### config.mk
export PLATFORM = sky130hd
export DESIGN_NAME = sad_min_select_flat
export DESIGN_NICKNAME = d
export VERILOG_FILES = /design/src/rtl/sad_min_select_if.sv /design/src/rtl/sad_min_select.sv /design/src/flat_wrapper.sv
export SDC_FILE = /design/constraint.sdc
export NUM_CORES = 1
export LEC_CHECK = 0
export ABC_CLOCK_PERIOD_IN_PS = 2600
export BUFFER_PORTS_ARGS = -buffer_cell sky130_fd_sc_hd__buf_2
export CAP_MARGIN = 20
export CORE_MARGIN = 5
export CORE_UTILIZATION = 55
export DETAILED_ROUTE_END_ITERATION = 8
export GPL_ROUTABILITY_DRIVEN = 0
export GPL_TIMING_DRIVEN = 0
export PLACE_DENSITY_LB_ADDON = 0.12
export SLEW_MARGIN = 40
export SYNTH_ARGS = -nofsm -noshare
export SYNTH_HDL_FRONTEND = slang
export SYNTH_SLANG_ARGS = --single-unit
export TNS_END_PERCENT = 30
### constraint.sdc
create_clock -name clk -period 2.6 [get_ports clk]
set_input_delay 0.65 -clock clk [delete_from_list [all_inputs] [get_ports clk]]
set_output_delay 0.65 -clock clk [all_outputs]
set_load 0.02 [all_outputs]
### src/rtl/sad_min_select_if.sv
// sad_min_select_if: SAD stream in, best-match result out, between the PE array and the selector
interface sad_min_select_if #(
    parameter int SAD_W = 12,
    parameter int MV_W  = 5
);
    logic                    start;
    logic                    sad_valid;
    logic [SAD_W-1:0]        sad;
    logic                    busy;
    logic                    done;
    logic [SAD_W-1:0]        best_sad;
    logic signed [MV_W-1:0]  best_mvx;
    logic signed [MV_W-1:0]  best_mvy;
    modport master (output start, sad_valid, sad, input busy, done, best_sad, best_mvx, best_mvy);
    modport slave  (input start, sad_valid, sad, output busy, done, best_sad, best_mvx, best_mvy);
endinterface

### src/rtl/sad_min_select.sv
// sad_min_select: scans a raster-ordered candidate SAD window and reports the minimum SAD and its motion vector
module sad_min_select #(
    parameter int SAD_W    = 12,
    parameter int SEARCH_W = 8,
    parameter int SEARCH_H = 8,
    parameter int MV_W     = 5
) (
    input logic              clk,
    input logic              rst,
    sad_min_select_if.slave  sad_if
);
    localparam int CW = $clog2(SEARCH_W);
    localparam int RW = $clog2(SEARCH_H);
    typedef enum logic [1:0] {IDLE, SCAN, DONE} state_t;
    state_t                 state_q, state_d;
    logic [CW-1:0]          col_q, col_d, bcol_q, bcol_d;
    logic [RW-1:0]          row_q, row_d, brow_q, brow_d;
    logic [SAD_W-1:0]       min_q, min_d, best_sad_q, best_sad_d;
    logic signed [MV_W-1:0] best_mvx_q, best_mvx_d, best_mvy_q, best_mvy_d;
    logic                   accept, better, last_col, last_row;
    logic [SAD_W-1:0]       cand_min;
    logic [CW-1:0]          cand_col;
    logic [RW-1:0]          cand_row;
    assign accept   = (state_q == SCAN) && sad_if.sad_valid;
    assign better   = sad_if.sad < min_q;
    assign last_col = col_q == CW'(SEARCH_W - 1);
    assign last_row = row_q == RW'(SEARCH_H - 1);
    assign cand_min = better ? sad_if.sad : min_q;
    assign cand_col = better ? col_q : bcol_q;
    assign cand_row = better ? row_q : brow_q;
    assign sad_if.busy     = state_q == SCAN;
    assign sad_if.done     = state_q == DONE;
    assign sad_if.best_sad = best_sad_q;
    assign sad_if.best_mvx = best_mvx_q;
    assign sad_if.best_mvy = best_mvy_q;
    // Next state, scan counters, running minimum; the result is loaded on the last accept so it is visible with done
    always_comb begin
        state_d    = state_q;
        col_d      = col_q;
        row_d      = row_q;
        bcol_d     = bcol_q;
        brow_d     = brow_q;
        min_d      = min_q;
        best_sad_d = best_sad_q;
        best_mvx_d = best_mvx_q;
        best_mvy_d = best_mvy_q;
        case (state_q)
            SCAN: begin
                if (accept) begin
                    min_d  = cand_min;
                    bcol_d = cand_col;
                    brow_d = cand_row;
                    col_d  = last_col ? '0 : col_q + 1'b1;
                    row_d  = last_col ? (last_row ? '0 : row_q + 1'b1) : row_q;
                    if (last_col && last_row) begin
                        state_d    = DONE;
                        best_sad_d = cand_min;
                        best_mvx_d = MV_W'(cand_col) - MV_W'(SEARCH_W / 2);
                        best_mvy_d = MV_W'(cand_row) - MV_W'(SEARCH_H / 2);
                    end
                end
            end
            default: begin
                state_d = sad_if.start ? SCAN : IDLE;
                if (sad_if.start) begin
                    col_d  = '0;
                    row_d  = '0;
                    bcol_d = '0;
                    brow_d = '0;
                    min_d  = '1;
                end
            end
        endcase
    end
    // FSM state register
    always_ff @(posedge clk or posedge rst) begin
        if (rst) state_q <= IDLE;
        else     state_q <= state_d;
    end
    // Datapath registers: scan position, running best, published result
    always_ff @(posedge clk or posedge rst) begin
        if (rst) begin
            col_q      <= '0;
            row_q      <= '0;
            bcol_q     <= '0;
            brow_q     <= '0;
            min_q      <= '1;
            best_sad_q <= '0;
            best_mvx_q <= '0;
            best_mvy_q <= '0;
        end else begin
            col_q      <= col_d;
            row_q      <= row_d;
            bcol_q     <= bcol_d;
            brow_q     <= brow_d;
            min_q      <= min_d;
            best_sad_q <= best_sad_d;
            best_mvx_q <= best_mvx_d;
            best_mvy_q <= best_mvy_d;
        end
    end
endmodule

### src/flat_wrapper.sv
// flat-port wrapper written by rule: the top's interface ports become plain ports
module sad_min_select_flat 
#(
    parameter int SAD_W    = 12,
    parameter int SEARCH_W = 8,
    parameter int SEARCH_H = 8,
    parameter int MV_W     = 5
)
  (clk, rst, sad_if_start, sad_if_sad_valid, sad_if_sad, sad_if_busy, sad_if_done, sad_if_best_sad, sad_if_best_mvx, sad_if_best_mvy);
  sad_min_select_if #(.SAD_W(SAD_W), .MV_W(MV_W)) sad_if_i ();
  input logic clk;
  input logic rst;
  input wire logic [$bits(sad_if_i.start)-1:0] sad_if_start;
  input wire logic [$bits(sad_if_i.sad_valid)-1:0] sad_if_sad_valid;
  input wire logic [$bits(sad_if_i.sad)-1:0] sad_if_sad;
  output wire logic [$bits(sad_if_i.busy)-1:0] sad_if_busy;
  output wire logic [$bits(sad_if_i.done)-1:0] sad_if_done;
  output wire logic [$bits(sad_if_i.best_sad)-1:0] sad_if_best_sad;
  output wire logic [$bits(sad_if_i.best_mvx)-1:0] sad_if_best_mvx;
  output wire logic [$bits(sad_if_i.best_mvy)-1:0] sad_if_best_mvy;
  assign sad_if_i.start = sad_if_start;
  assign sad_if_i.sad_valid = sad_if_sad_valid;
  assign sad_if_i.sad = sad_if_sad;
  assign sad_if_busy = sad_if_i.busy;
  assign sad_if_done = sad_if_i.done;
  assign sad_if_best_sad = sad_if_i.best_sad;
  assign sad_if_best_mvx = sad_if_i.best_mvx;
  assign sad_if_best_mvy = sad_if_i.best_mvy;
  sad_min_select #(.SAD_W(SAD_W), .SEARCH_W(SEARCH_W), .SEARCH_H(SEARCH_H), .MV_W(MV_W)) u_core (.clk(clk), .rst(rst), .sad_if(sad_if_i));
endmodule
==> run_results.csv, run 1 <==
group,metric,value,unit
status,outcome,"finished, final reports clean",
sta,skew,0.0119,ns
global_routing,antenna_found_initial,0,
cells_and_area,fin_area,0.00259,mm2
floorplanning,io_pins,40,
place,hpwl,3130,um
cells_and_area,multiInputGateArea,937,um2
cts,post_cts_buffers,0,
synthesis,ys_warn_count,0,
drt,detail_route.drc_violations,0,
cts,clkLatencyLatePin,0.30,ns
cells_and_area,synthToLayoutAreaGrowth,16.5,%
cts,cts_tree,"built",
floorplanning,start_util,0.560,
cells_and_area,antenna_cells,0,
cells_and_area,mostFrequentLayoutCells,"buf_2, dfrtp_1, nor2_1, a21oi_1, mux2i_1",
sta,whs,0.395,ns
synthesis,yosys.area.top_type,"dfrtp_1",
sta,period_needed,2.34,ns
critical_path,cp_cell_sequence,"inv_1 -> ha_1 -> a21oi_1 -> o21ai_0 -> a221oi_2 -> buf_6 -> buf_12 -> mux2i_1 -> a21oi_1",
critical_path,critPathTopFamily,"compound AO/OA/AOI/OAI gates",
cells_and_area,final.fill_count,327,
cts,clk_pin_slew,0.08,ns
cts,hold_buffers,0,
floorplanning,num_rows,23,
critical_path,critPathLaunchType,"flop",
global_routing,grt_pass1_vias,1640,
sta,tns,0,ns
critical_path,worstSetupPathType,"flop to flop",
worst_hold_path,hp-class,"primary input to async pin",
cells_and_area,fin_util,0.653,
floorplanning,fp.dieH,73.6,um
critical_path,end_kind,"flop",
sta,fmax,428,MHz
cells_and_area,fin_cells,295,
synthesis,yosysUniqueCellTypes,31,
place,portBuffers,39,
synthesis,netlist_top_cells_area,"dfrtp_1, dfstp_2, ha_1, mux2i_1, a21oi_1",
cells_and_area,final_common_cell,"buf_2",
critical_path,slowest_delay,0.54,ns
sta,finalSetupViolCount,0,
synthesis,ys_ff_latch,44,
drt,initialDrtViolationCount,76,
cts,cts_buffers,5,
job,cap_viol_max_count,0,
floorplanning,fp.coreArea,0.00397,mm2
place,place_inst,287,
critical_path,critPathBufInv,3,
global_routing,grt_start_max_net_pins,45,
drt,vias,1592,
sta,post-route-period-util,0.899,
floorplanning,die_w,73.6,um
pwr,p_per_area,805,mW/mm2
pwr,ir_worst_vdd,427,uV
cts,clockBufferDepth,2,
sta,hold_violations,0,
cells_and_area,seq_area,0.00112,mm2
global_routing,grt_pass1_wl,7850,um
cells_and_area,nets,275,
cts,ctsResizeCount,0,
critical_path,critPathMostFrequentCell,"a21oi_1",
critical_path,worstPathRequired,2.78,ns
sta,relSlewSlack,0.645,
drt,ant_nets,0,
drt,routed_wl,4340,um
synthesis,synth_top_area_frac,0.360,
global_routing,grt_usage,0.187,
global_routing,grt_overflow_total,0,
critical_path,cp.arrival,2.52,ns
synthesis,seq_area_frac_synth,0.501,
sta,report.final.slew_viol_count,0,
pwr,p_leak,1.46,nW
place,placed_area,0.00249,mm2
cts,cts-root-buf,"clkbuf_8",
drt,wl_per_cell,14.7,um
synthesis,synthCells,198,
critical_path,cpMaxStageDelayCell,"dfstp_2",
synthesis,syn-cell-area,0.00223,mm2
sta,rsz0062_at_grt,"false",
critical_path,crit_fanout,10,
cts,cts.sink_count,44,
sta,worstMarginPinSlew,0.533,ns
drt,first_pass_iters,4,
floorplanning,dieArea,0.00542,mm2
synthesis,synth_fp_nets,229,
cts,htreeDepth,2,
cells_and_area,drive_gt1_frac,0.318,
synthesis,avgSynthCellArea,11.2,um2
drt,via_per_inst,5.40,
## cells by family (layout without fill, tap and decap cells)
| family | after synthesis | count (layout) | share of synthesized area |
|---|---|---|---|
| compound gates | 50 | 50 | 0.157 |
| mux | 21 | 21 | 0.0961 |
| buf+inv | 28 | 75 | 0.0776 |
| fa+ha+maj | 15 | 15 | 0.0843 |
| flops | 44 | 44 | 0.501 |
| simple gates | 40 | 40 | 0.0832 |
## state kept, by name, indices dropped and copies added, names as in the netlist
name	flops
u_core.sad_if.best_mvy	3
u_core.col_q	3
u_core.row_q	3
u_core.state_q	2
u_core.bcol_q	3
u_core.sad_if.best_sad	12
u_core.min_q	12
u_core.sad_if.best_mvx	3
u_core.brow_q	3
## report_power, final
group	leakage, nW	total (mW)	internal [mW]	switching, mW
registers	0.555	0.947	0.851	0.0962
logic	0.852	0.623	0.312	0.311
clock network	0.0552	0.517	0.285	0.232
total	1.46	2.09	1.45	0.639
## final timing paths
| check | startpoint | to | slack, ns | depth (start not counted) |
|---|---|---|---|---|
| min in group clk | u_core.min_q[0] | u_core.min_q[0] | 0.47 | 2 |
| max | u_core.min_q[7] | u_core.sad_if.best_sad[1] | 0.26 | 9 |
| max in group asynchronous | rst | u_core.min_q[0] | 1.82 | 2 |
| min reg2reg | u_core.min_q[0] | u_core.min_q[0] | 0.47 | 2 |
| min | rst | u_core.sad_if.best_sad[9] | 0.40 | 2 |
| max reg2reg | u_core.min_q[7] | u_core.sad_if.best_sad[1] | 0.26 | 9 |
## Yosys cell counts (all sizes together)
master	instances
dfrtp	32
nand4	2
nor2b	1
mux2i	18
nor3	2
a2bb2oi	12
o21bai	1
dfstp	12
buf	12
o21ai	4
a21oi	21
nor2	21
a221oi	1
nand2b	1
clkbuf	1
nor3b	1
and2	2
nand4b	1
nand2	8
a21o	1
and3	1
mux2	3
o31ai	1
ha	15
inv	15
a22o	9
## final cells by class
type                            count  share of cell area
Inverter                           15              0.0227
Clock buffer                        6              0.0280
Multi-Input combinational cell    126               0.361
Timing Repair Buffer               39              0.0753
Buffer                             13              0.0449
Sequential cell                    44               0.430
Tap cell                           50              0.0241
Clock inverter                      2              0.0135
## per-layer routing
metal  track usage  share of wire
met3        0.0492          0.045
met1         0.269           0.50
met4        0.0423         0.0097
met5             0              0
met2         0.282           0.44
## per-stage QoR
step                      setup WS, ns  power, mW
after detailed placement        0.0615       1.58
after CTS                        0.269       2.10
after global placement          0.0578       1.56
after global routing            0.0549       2.24
after floorplan                  0.406       1.43
final                            0.264       2.09
No activity file was read; power rests on OpenSTA's default activity.
==> inputs of run 2 (changes only) <==
Settings changed: ABC_AREA set to 1, CORE_UTILIZATION 55 to 57.
==> run 2 against run 1 <==
  * Total power rose by 60%
  * Utilization rose by 1.1 points
  * Clock skew fell by 0.0050 ns
  * Highest routed layer unchanged
  * Sequential power rose by 16%
  * First-iteration DRC count rose by 43%
  * Critical path depth rose by 2
  * Critical path type unchanged
==> run_results.csv, run 2 <==
group,metric,value,unit
status,outcome,"finished, final reports clean",
critical_path,cp.arrival,2.25,ns
drt,routed_wl,5630,um
critical_path,end_kind,"flop",
cells_and_area,mostFrequentLayoutCells,"nand2_1, buf_2, inv_1",
cells_and_area,nets,403,
sta,hold_violations,0,
pwr,p_leak,1.75,nW
floorplanning,fp.dieH,78.7,um
drt,first_pass_iters,4,
floorplanning,io_pins,40,
global_routing,grt_pass1_vias,2023,
worst_hold_path,hp-class,"primary input to async pin",
synthesis,synth_top_area_frac,0.297,
cells_and_area,drive_gt1_frac,0.295,
critical_path,r2r_start,"u_core.min_q[11]",
critical_path,slowest_delay,0.52,ns
cts,hold_buffers,0,
cts,clockBufferDepth,2,
drt,detail_route.drc_violations,0,
sta,period_needed,2.06,ns
synthesis,seq_area_frac_synth,0.414,
sta,whs,0.253,ns
cells_and_area,fin_area,0.00309,mm2
cts,clkLatencyLatePin,0.30,ns
cells_and_area,antenna_cells,0,
drt,ant_nets,0,
sta,worstMarginPinSlew,0.466,ns
global_routing,grt_start_max_net_pins,32,
cts,post_cts_buffers,0,
global_routing,grt_overflow_total,0,
synthesis,ys_ff_latch,44,
critical_path,worstSetupPathType,"flop to flop",
cts,cts-root-buf,"clkbuf_8",
drt,wl_per_cell,13.2,um
cts,htreeDepth,2,
drt,initialDrtViolationCount,109,
sta,finalSetupViolCount,0,
synthesis,synth_most_common_cell,"nand2_1",
job,cap_viol_max_count,0,
sta,report.final.slew_viol_count,0,
sta,skew,0.00694,ns
sta,fmax,484,MHz
sta,tns,0,ns
synthesis,ys.flop_type,"dfrtp_1",
drt,via_per_inst,5.04,
sta,post-route-period-util,0.794,
pwr,p_per_area,1080,mW/mm2
cts,ctsResizeCount,0,
drt,vias,2151,
floorplanning,dieArea,0.00620,mm2
synthesis,synthCells,325,
pwr,ir_worst_vdd,573,uV
synthesis,netlist_top_cells_area,"dfrtp_1, nand2_1, dfstp_2, nand3_1, ha_1",
sta,timing.final.ws_setup,0.535,ns
synthesis,synth_common_cells,"nand2_1, inv_1, nand3_1",
cts,clk_pin_slew,0.09,ns
synthesis,syn-cell-area,0.00269,mm2
cts,cts.sink_count,44,
synthesis,avgSynthCellArea,8.28,um2
sta,relSlewSlack,0.689,
synthesis,synth_fp_nets,356,
synthesis,yosysUniqueCellTypes,27,
cts,cts_tree,"built",
critical_path,crit_fanout,10,
place,portBuffers,39,
critical_path,worstPathRequired,2.79,ns
cells_and_area,final_common_cell,"nand2_1",
synthesis,synth_edf_count,0,
synthesis,async_flop_share,1.00,
cts,cts_buffers,5,
sta,rsz0062_at_grt,"false",
synthesis,ys_warn_count,0,
place,placed_area,0.00298,mm2
critical_path,critPathLaunchType,"flop",
floorplanning,fp.coreArea,0.00466,mm2
global_routing,grt_usage,0.200,
global_routing,grt_pass1_wl,9760,um
floorplanning,start_util,0.578,
cells_and_area,final.fill_count,401,
place,place_ws,0.378,ns
critical_path,cpMaxStageDelayCell,"dfstp_2",
global_routing,antenna_found_initial,0,
cells_and_area,synthToLayoutAreaGrowth,14.9,%
floorplanning,num_rows,25,
floorplanning,die_w,78.7,um
critical_path,setup.worst_path.start,"u_core.min_q[11]",
critical_path,cp_cell_sequence,"inv_1 -> ha_1 -> nand2_2 -> inv_1 -> nand2_1 -> nand3_2 -> nor2_8 -> buf_6 -> nand3b_2 -> nand3_1 -> nand2_1",
synthesis,yosys.area.top_type,"dfrtp_1",
place,hpwl,4090,um
run 2: cell count changes after synthesis, sizes merged, moves of 15 or more:
cell | previous run | this run
mux2i | 18 | 0
nand3 | 0 | 41
nand2 | 8 | 111
a21oi | 21 | 6
o21ai | 4 | 22
inv | 15 | 47
run 2: metal layers:
metal | GRT usage | wire length, um | part of all wire
met5 | 0 | 0 | 0
met4 | 0.0524 | 58 | 0.010
met3 | 0.0397 | 291 | 0.052
met2 | 0.295 | 2450 | 0.43
met1 | 0.301 | 2840 | 0.50
run 2: layout make-up:
type,instances,area (um2),share of cell area
clock inverters,3,46.3,0.0150
well taps,54,67.6,0.0218
multi-input cells,218,1280,0.415
flip-flops and latches,44,1120,0.361
repair buffers,40,215,0.0696
inverters,47,179,0.0578
plain buffers,16,118,0.0380
clock buffers,5,68.8,0.0222
run 2: worst paths after layout:
path / to / slack, ns / cells past startpoint
worst max-delay path: u_core.sad_if.best_sad[6] / 0.54 / 11
worst min-delay path: u_core.sad_if.best_sad[0] / 0.25 / 2
worst max register to register: u_core.sad_if.best_sad[6] / 0.54 / 11
worst min register to register: u_core.sad_if.best_sad[11] / 0.48 / 2
max in group asynchronous: u_core.min_q[5] / 1.86 / 3
min in group clk: u_core.sad_if.best_sad[11] / 0.48 / 2
run 2: logic make-up (layout without fill, tap and decap cells):
logic type | after synthesis | after routing | synth area share
AOI/OAI and AO/OA | 28 | 28 | 0.0520
buffers and inverters | 63 | 111 | 0.109
adders and majority gates | 15 | 15 | 0.0697
DFF | 44 | 44 | 0.414
and+or+nand+nor | 175 | 175 | 0.355
run 2: critical path: cells and delay by family, from the launching register on:
kind                       cells  cell delay, ns
and+or+nand+nor                7            0.77
buffers and inverters          3            0.34
DFF                            1            0.52
adders and majority gates      1            0.32
run 2: through the flow:
step	cells	total power, mW	util
2_1_floorplan	325	2.47	-
3_3_place_gp	418	2.77	0.634
3_5_place_dp	419	2.82	0.639
4_1_cts	427	3.37	0.664
5_1_grt	427	3.64	0.664
6_report	427	3.34	0.664
run 2: report_power, final:
part           switching (mW)  internal (mW)
clock network           0.250          0.290
logic                    1.05          0.647
registers               0.115          0.990
total                    1.42           1.93
==> inputs of run 3 (changes only) <==
Settings changed: ABC_CLOCK_PERIOD_IN_PS 2600 to 2000.
Clock period 2.6 ns to 2 ns, I/O delays scaled along.
==> run 3 against run 2 <==
  * The run now ends with negative setup slack left
  * Cell area rose by 11%
  * Flip-flop and latch count did not move
  * Total power up 54%
  * Clock-buffer cell count stayed put
  * Critical path type unchanged
  * Highest routed layer unchanged
==> run_results.csv, run 3 (synthesized netlist as in run 2, its figures left out) <==
group,metric,value,unit
status,outcome,"finished, violations left",
status,failed_checks,"negative setup slack",
drt,vias,2314,
floorplanning,io_pins,40,
floorplanning,start_util,0.578,
place,hpwl,4090,um
drt,via_per_inst,5.30,
cells_and_area,synthToLayoutAreaGrowth,27.0,%
job,cap_viol_max_count,0,
critical_path,critPathLaunchType,"flop",
cts,clk_pin_slew,0.09,ns
cts,cts_tree,"built",
drt,first_pass_iters,4,
cells_and_area,multiInputGateArea,0.00146,mm2
floorplanning,fp.coreArea,0.00466,mm2
critical_path,reg2reg_depth,13,
floorplanning,fp.dieH,78.7,um
critical_path,worstSetupPathType,"flop to flop",
critical_path,cp.arrival,2.23,ns
cts,hold_buffers,0,
critical_path,reg2reg_slack,-0.03,ns
sta,period_needed,2.03,ns
sta,finalSetupViolCount,5,
cells_and_area,final.fill_count,342,
drt,ant_nets,0,
global_routing,grt_overflow_total,0,
cells_and_area,mostFrequentLayoutCells,"nand2_1, buf_2, inv_1",
sta,hold_violations,0,
global_routing,grt_start_max_net_pins,32,
pwr,ir_worst_vdd,765,uV
cts,cts_buffers,5,
critical_path,rr_endpoint,"u_core.sad_if.best_sad[7]",
place,portBuffers,39,
cts,cts-root-buf,"clkbuf_8",
cells_and_area,final_common_cell,"nand2_1",
cells_and_area,antenna_cells,0,
global_routing,grt_pass1_wl,10600,um
sta,tns,-0.0364,ns
sta,timing.final.ws_setup,-0.0262,ns
critical_path,end_kind,"flop",
cts,clkLatencyLatePin,0.30,ns
global_routing,antenna_found_initial,0,
cells_and_area,seq_area,0.00112,mm2
cts,cts.sink_count,44,
sta,fmax,494,MHz
drt,initialDrtViolationCount,163,
critical_path,crit_fanout,8,
sta,report.final.slew_viol_count,0,
sta,rsz0062_at_grt,"true",
sta,worstMarginPinSlew,0.524,ns
pwr,p_leak,1.87,nW
cts,htreeDepth,2,
drt,detail_route.drc_violations,0,
drt,wl_per_cell,14.9,um
floorplanning,num_rows,25,
global_routing,grt_pass1_vias,2159,
cells_and_area,drive_gt1_frac,0.394,
floorplanning,dieArea,0.00620,mm2
worst_hold_path,hp-class,"primary input to async pin",
sta,relSlewSlack,0.650,
pwr,p_per_area,1500,mW/mm2
cts,clockBufferDepth,2,
sta,post-route-period-util,1.01,
drt,routed_wl,6500,um
cells_and_area,fin_util,0.733,
sta,skew,0.00939,ns
critical_path,r2r_start,"u_core.min_q[11]",
floorplanning,die_w,78.7,um
cells_and_area,nets,413,
global_routing,grt_usage,0.219,
critical_path,worstPathRequired,2.20,ns
run 3: per-stage QoR:
stage	instance area (um2)	cells	setup WS, ns	hold WS, ns	power, mW
after floorplan	2690	325	0.143	0.481	3.22
after CTS	3310	436	0.00654	0.108	4.92
after global placement	2960	418	-0.186	0.456	3.60
after detailed placement	2980	419	-0.0717	0.437	3.66
after global routing	3420	437	-0.0950	0.116	5.52
final	3420	437	-0.0262	0.100	5.14
run 3: power breakdown:
part           internal, mW  switching, mW
Clock                 0.377          0.333
Sequential             1.29          0.177
Combinational          1.33           1.64
Total                  2.99           2.15
run 3: layer usage:
layer	track usage	routed length (um)	up-vias
met3	0.0397	314	11
met1	0.322	3080	1094
met2	0.335	3020	66
met4	0.0524	87	0
met5	0	0	-
li1	-	-	1143
run 3: worst max-delay path by stage:
stage,startpoint,end,slack (ns),cells after the start
after global routing,u_core.min_q[11],u_core.sad_if.best_sad[7],-0.09,13
final,u_core.min_q[11],u_core.sad_if.best_sad[7],-0.03,13
after global placement,rst,u_core.sad_if.best_sad[4],-0.19,2
after floorplan,u_core.min_q[11],u_core.sad_if.best_sad[11],0.14,11
after detailed placement,sad_if_sad[11],u_core.sad_if.best_sad[6],-0.07,11
after CTS,u_core.min_q[9],u_core.sad_if.best_sad[1],0.007,13
run 3: final cells by class:
class,count,share of cell area
Clock inverter,3,0.0135
Multi-Input combinational cell,219,0.427
Sequential cell,44,0.327
Buffer,16,0.0384
Inverter,47,0.0538
Tap cell,54,0.0198
Clock buffer,5,0.0201
Timing Repair Buffer,49,0.101
run 3: critical path, stage by stage (launching register included):
cell and delay [ns]:
dfstp_2 0.56, inv_4 0.04, ha_4 0.28, nand2_4 0.06
nor2_4 0.14, nand2_4 0.08, nor2_4 0.14, nor2_8 0.05
buf_12 0.14, nand2_8 0.09, buf_16 0.14, nand2_4 0.05
nand3_1 0.08, nand2_1 0.06
run 3: timing repair:
item	CTS	global route
gates cloned	4	0
gates resized for setup	18	27
pin swaps	11	14
setup endpoints to repair	24	36
buffers inserted	5	1
